### config.mk
export PLATFORM = sky130hd
export DESIGN_NAME = fg_ctrl
export DESIGN_NICKNAME = d
export VERILOG_FILES = /design/src/rtl/fg_pkg.sv /design/src/rtl/fg_debounce.sv /design/src/rtl/fg_ctrl.sv
export SDC_FILE = /design/constraint.sdc
export NUM_CORES = 1
export LEC_CHECK = 0
export CORE_MARGIN = 5
export CORE_UTILIZATION = 61
export DETAILED_ROUTE_END_ITERATION = 7
export HOLD_SLACK_MARGIN = 0.03
export PLACE_DENSITY_LB_ADDON = 0.25
export SETUP_SLACK_MARGIN = 0.4
export SYNTH_ARGS = -nofsm -noshare
export SYNTH_HDL_FRONTEND = slang
export SYNTH_SLANG_ARGS = --single-unit
### constraint.sdc
create_clock -name clk -period 2.3 [get_ports clk]
set_clock_uncertainty 0.15 [all_clocks]
set_input_delay 0.23 -clock clk [delete_from_list [all_inputs] [get_ports clk]]
set_output_delay 0.23 -clock clk [all_outputs]
set_load 0.05 [all_outputs]
### src/rtl/fg_pkg.sv
// fg_pkg: field-state type, shadow limits and reset defaults shared by fg_ctrl
package fg_pkg;
  typedef enum logic [1:0] {WAVE = 2'd0, FREQ = 2'd1, AMP = 2'd2} field_t;
  localparam logic [2:0] WAVE_MAX = 3'd4;
  localparam logic [4:0] FREQ_MAX = 5'd31;
  localparam logic [2:0] AMP_MAX = 3'd7;
  localparam logic [2:0] WAVE_RST = 3'd0;
  localparam logic [4:0] FREQ_RST = 5'd8;
  localparam logic [2:0] AMP_RST = 3'd7;
endpackage

### src/rtl/fg_debounce.sv
// fg_debounce: 2-FF sync, debounce and press pulse; FG_CTRL_AUTOREPEAT_EN adds repeats when REP_CNT > 0
module fg_debounce #(
  parameter int DEB_CNT = 1000000,
  parameter int REP_CNT = 0
) (
  input  logic clk,
  input  logic rst,
  input  logic raw,
  output logic ev
);
  localparam int CW = $clog2(DEB_CNT + 1);
  if (DEB_CNT < 1 || REP_CNT < 0) $error("fg_debounce: bad DEB_CNT/REP_CNT");
  logic [1:0] sync;
  logic [CW-1:0] cnt;
  logic lvl, press, done;
  always_comb done = sync[1] != lvl && cnt == CW'(DEB_CNT - 1);
  always_ff @(posedge clk)
    if (rst) begin
      sync <= '0;
      cnt <= '0;
      lvl <= 1'b0;
      press <= 1'b0;
    end else begin
      sync <= {sync[0], raw};
      cnt <= (sync[1] == lvl || done) ? '0 : cnt + 1'b1;
      lvl <= done ? sync[1] : lvl;
      press <= done && sync[1];
    end
`ifdef FG_CTRL_AUTOREPEAT_EN
  if (REP_CNT > 0) begin : g_rep
    localparam int RW = $clog2(REP_CNT + 1);
    logic [RW-1:0] rcnt;
    logic rep;
    always_ff @(posedge clk)
      if (rst) begin
        rcnt <= '0;
        rep <= 1'b0;
      end else begin
        rcnt <= (!lvl || rcnt == RW'(REP_CNT - 1)) ? '0 : rcnt + 1'b1;
        rep <= lvl && rcnt == RW'(REP_CNT - 1);
      end
    assign ev = press | rep;
  end else begin : g_norep
    assign ev = press;
  end
`else
  assign ev = press;
`endif
endmodule

### src/rtl/fg_ctrl.sv
// fg_ctrl: button-driven waveform/frequency/amplitude editor; FG_CTRL_AUTOREPEAT_EN enables up/down auto-repeat
module fg_ctrl
  import fg_pkg::*;
#(
  parameter int DEB_CNT = 1000000,
  parameter int REP_CNT = 25000000
) (
  input  logic       clk,
  input  logic       rst,
  input  logic [3:0] bto,
  output logic [2:0] func_cnt,
  output logic [4:0] freq_idx,
  output logic [2:0] amp_idx,
  output logic [1:0] edit_field,
  output logic       cfg_upd
);
  logic [3:0] ev;
  field_t field;
  logic [2:0] wave_sh, amp_sh;
  logic [4:0] freq_sh;
  for (genvar i = 0; i < 4; i++) begin : g_btn
    fg_debounce #(.DEB_CNT(DEB_CNT), .REP_CNT(i < 2 ? REP_CNT : 0)) u_deb (
      .clk(clk),
      .rst(rst),
      .raw(bto[i]),
      .ev(ev[i])
    );
  end
  always_comb edit_field = field;
  always_ff @(posedge clk)
    if (rst) begin
      field <= WAVE;
      wave_sh <= WAVE_RST;
      freq_sh <= FREQ_RST;
      amp_sh <= AMP_RST;
      func_cnt <= WAVE_RST;
      freq_idx <= FREQ_RST;
      amp_idx <= AMP_RST;
      cfg_upd <= 1'b0;
    end else begin
      cfg_upd <= ev[3];
      if (ev[3]) begin
        func_cnt <= wave_sh;
        freq_idx <= freq_sh;
        amp_idx <= amp_sh;
      end else if (ev[2]) begin
        field <= field == WAVE ? FREQ : field == FREQ ? AMP : WAVE;
      end else if (ev[0] ^ ev[1]) begin
        if (field == WAVE)
          wave_sh <= ev[0] ? (wave_sh == WAVE_MAX ? 3'd0 : wave_sh + 3'd1)
                           : (wave_sh == 3'd0 ? WAVE_MAX : wave_sh - 3'd1);
        if (field == FREQ)
          freq_sh <= ev[0] ? (freq_sh == FREQ_MAX ? FREQ_MAX : freq_sh + 5'd1)
                           : (freq_sh == 5'd0 ? 5'd0 : freq_sh - 5'd1);
        if (field == AMP)
          amp_sh <= ev[0] ? (amp_sh == AMP_MAX ? AMP_MAX : amp_sh + 3'd1)
                          : (amp_sh == 3'd0 ? 3'd0 : amp_sh - 3'd1);
      end
    end
endmodule

==> results.cfg <==
[global_route]
overflow = 0
grt_first_pass_wirelength_um = 21300
grt_usage_pct = 22.8
antenna_found_initial = 0
first_global_vias = 4642
grt_start_max_net_pins = 47

[min_path]
holdPathStages = 2
hold_class = in -> reg
hp-start = bto[2]
min_to = g_btn[2].u_deb.sync[0]$_SDFF_PP0_

[yosys]
synth.top_cell.area_share_pct = 43.5
async_flop_share_pct = 0
ys_ff_latch = 121
yosys_warnings = 0
synthTopCellsByArea = dfxtp_1 44%, nor2_1 5.0%, xnor2_1 4.9%
yosysSeqAreaShare_pct = 43.5
netlist_top_cells_count = 121 x dfxtp_1, 74 x nor2_1, 41 x nand3_1, 40 x a21oi_1, 32 x nand2_1
synth_edf_count = 0
synth.most_common_cell = dfxtp_1
synth_nets = 652
avgSynthCellArea_um2 = 8.78
ys.flop_type = dfxtp_1
synthDistinctLibCells = 56
synth_cells = 634
syn_area_um2 = 5570
yosysTopAreaCell = dfxtp_1

[drt]
first_pass_iters = 5
drt_iter0_markers = 286
ant_nets = 0
vias = 4866
drc = 0
wl_um = 12900
wl_per_cell_um = 16.1
routed_via_density = 6.11

[cts]
clock-sinks = 121
clock-root-buffer = clkbuf_8
cts_made_buffers = 17
clock_tree.buffer_depth = 2
clkSlewWorstSetupHoldPaths_ns = 0.06
htreeDepth = 4
cts_tree = done
clock_latency_ns = 0.52

[place]
gp_congestion = 0.816
dp_slack_ns = 0.193
port_buffers = 19
dpl.hpwl_um = 7540

[worst_setup_path]
crit_fanout = 19
cp-end-kind = register
regToRegSetupSlack_ns = 0.16
rr_startpoint = g_btn[3].u_deb.cnt[10]$_SDFF_PP0_
worstPathRequired_ns = 2.56
startpoint_type = register
critPathKind = reg -> reg
reg2reg_depth = 5
r2r_end = g_btn[3].u_deb.cnt[3]$_SDFF_PP0_
arrival_ns = 2.40

[sta]
maxClockFrequency_mhz = 468
finalSetupTns_ns = 0
period_needed_ns = 2.14
rsz0062_at_grt = yes
hold_viol = 0
fin_ws_ns = 0.163
fin_crit_sh_pct = 92.9
relSlewSlack_pct = 66.8
finalSetupViolCount = 0
worst_pin_slew_ns = 0.500
slew_viol_final = 0

[pwr]
power.density_nw_per_um2 = 673
seqPwrFrac_pct = 45.5
p_leak_uw = 0.00228
switching_share_pct = 21.4
power_frac_comb_pct = 1.5
ir_drop_uv = 540
pwr-share-clk_pct = 53.0
power.internal_uw = 3640
p_sw_uw = 992

[final_layout]
diodes = 0
layout-drive-gt1-share_pct = 22.6
area_growth_pct = 23.8
fin_util_pct = 78.2
finish.net_count = 694

[floorplan]
coreArea_um2 = 8810
start_util_pct = 63.2
die_h_um = 106
fp-row-count = 34
fp.dieW_um = 106
num_io_pins = 20
die_area_um2 = 11100

[outcome]
status = finished clean

[job]
max_cap_violations = 0
state kept, by name, indices dropped and copies added, names as in the netlist, 3 cells and up:
register	cells
g_btn.u_deb.cnt	80
g_btn.u_deb.sync	8
freq_idx	5
freq_sh	5
g_btn.u_deb.ev	4
g_btn.u_deb.lvl	4
amp_idx	3
amp_sh	3
func_cnt	3
wave_sh	3
per-stage QoR:
stage | std cells | hold WS [ns] | power [µW] | instance area, µm²
3_5_place_dp | 746 | 0.281 | 2210 | 5900
2_1_floorplan | 634 | 0.208 | 2190 | 5600
5_1_grt | 797 | 0.108 | 4760 | 6890
3_3_place_gp | 746 | 0.273 | 2210 | 5900
4_1_cts | 792 | 0.100 | 4660 | 6680
6_report | 797 | 0.114 | 4640 | 6890
what timing repair did:
| action | in CTS | in global routing |
|---|---|---|
| setup endpoints to repair | 97 | 87 |
| pin swaps | 19 | 15 |
| gates resized for setup | 64 | 55 |
| hold buffers | 0 | 0 |
| cloned | 4 | 0 |
| buffers inserted | 10 | 5 |
placed cells by master (no fill, tap or decap), types with 13 or more instances in the layout:
cell type / instances
xnor2_1: 31
nand3_1: 40
buf_4: 20
or3_1: 24
nand4_1: 15
dfxtp_1: 98
mux2i_1: 13
a21oi_1: 25
nor2_1: 54
xor2_1: 18
clkbuf_16: 16
inv_1: 24
nand2_1: 31
a21oi_2: 15
nor2b_1: 17
dfxtp_2: 20
o21ai_0: 25
nor2_2: 14
dlygate4sd2_1: 13
critical path, cell delays in order (launching register included):
cell and delay, ns:
dfxtp_2 0.34, or4bb_1 0.55, or4_4 0.57, o21ai_4 0.19, buf_12 0.16, nor2_1 0.06
metal layers:
| layer | vias to the layer above | routed length, µm | share of wire (%) | track usage (%) |
|---|---|---|---|---|
| met5 | - | 0 | 0 | 0 |
| met3 | 24 | 650 | 5.1 | 5.56 |
| met4 | 0 | 193 | 1.5 | 9.25 |
| li1 | 2358 | - | - | - |
| met2 | 129 | 6490 | 51 | 37.8 |
| met1 | 2355 | 5520 | 43 | 28.6 |
power by group through the flow:
| stage | sequential, µW | clock, µW | combinational [µW] |
|---|---|---|---|
| floorplan | 2150 | 0 | 35.2 |
| global placement | 2160 | 0 | 52.9 |
| detailed placement | 2160 | 0 | 54.3 |
| CTS | 2110 | 2480 | 64.1 |
| global route | 2110 | 2580 | 73.4 |
| finish | 2110 | 2460 | 69.5 |
final cells by class:
type	instances	area, µm²
fill	556	1920
clock buffer	21	459
sequential	121	2460
clock inverter	11	96.3
multi-input combinational	462	3180
timing repair buffer	50	473
tap	108	135
inverter	24	90.1
worst max path at each step:
stage | slack (ns) | from | cells after the start | to
floorplan | 0.22 | g_btn[3].u_deb.cnt[10]$_SDFF_PP0_ | 5 | g_btn[3].u_deb.cnt[10]$_SDFF_PP0_
global placement | 0.25 | g_btn[1].u_deb.cnt[13]$_SDFF_PP0_ | 5 | g_btn[1].u_deb.cnt[18]$_SDFF_PP0_
CTS | 0.21 | g_btn[3].u_deb.cnt[10]$_SDFF_PP0_ | 5 | g_btn[3].u_deb.cnt[3]$_SDFF_PP0_
finish | 0.16 | g_btn[3].u_deb.cnt[10]$_SDFF_PP0_ | 5 | g_btn[3].u_deb.cnt[3]$_SDFF_PP0_
detailed placement | 0.19 | g_btn[1].u_deb.cnt[9]$_SDFF_PP0_ | 5 | g_btn[1].u_deb.cnt[17]$_SDFF_PP0_
global route | 0.12 | g_btn[3].u_deb.cnt[12]$_SDFF_PP0_ | 5 | g_btn[3].u_deb.cnt[18]$_SDFF_PP0_
cells by family after synthesis:
group,count (synthesis),share of synthesized area [%]
AO/OA/AOI/OAI,109,12.5
flip-flops,121,43.5
buffers and inverters,51,3.93
XOR/XNOR,50,7.87
adder cells (fa/ha/maj),12,2.70
AND/OR/NAND/NOR,278,27.2
multiplexers,13,2.34
No activity file was read; power rests on OpenSTA's default activity.
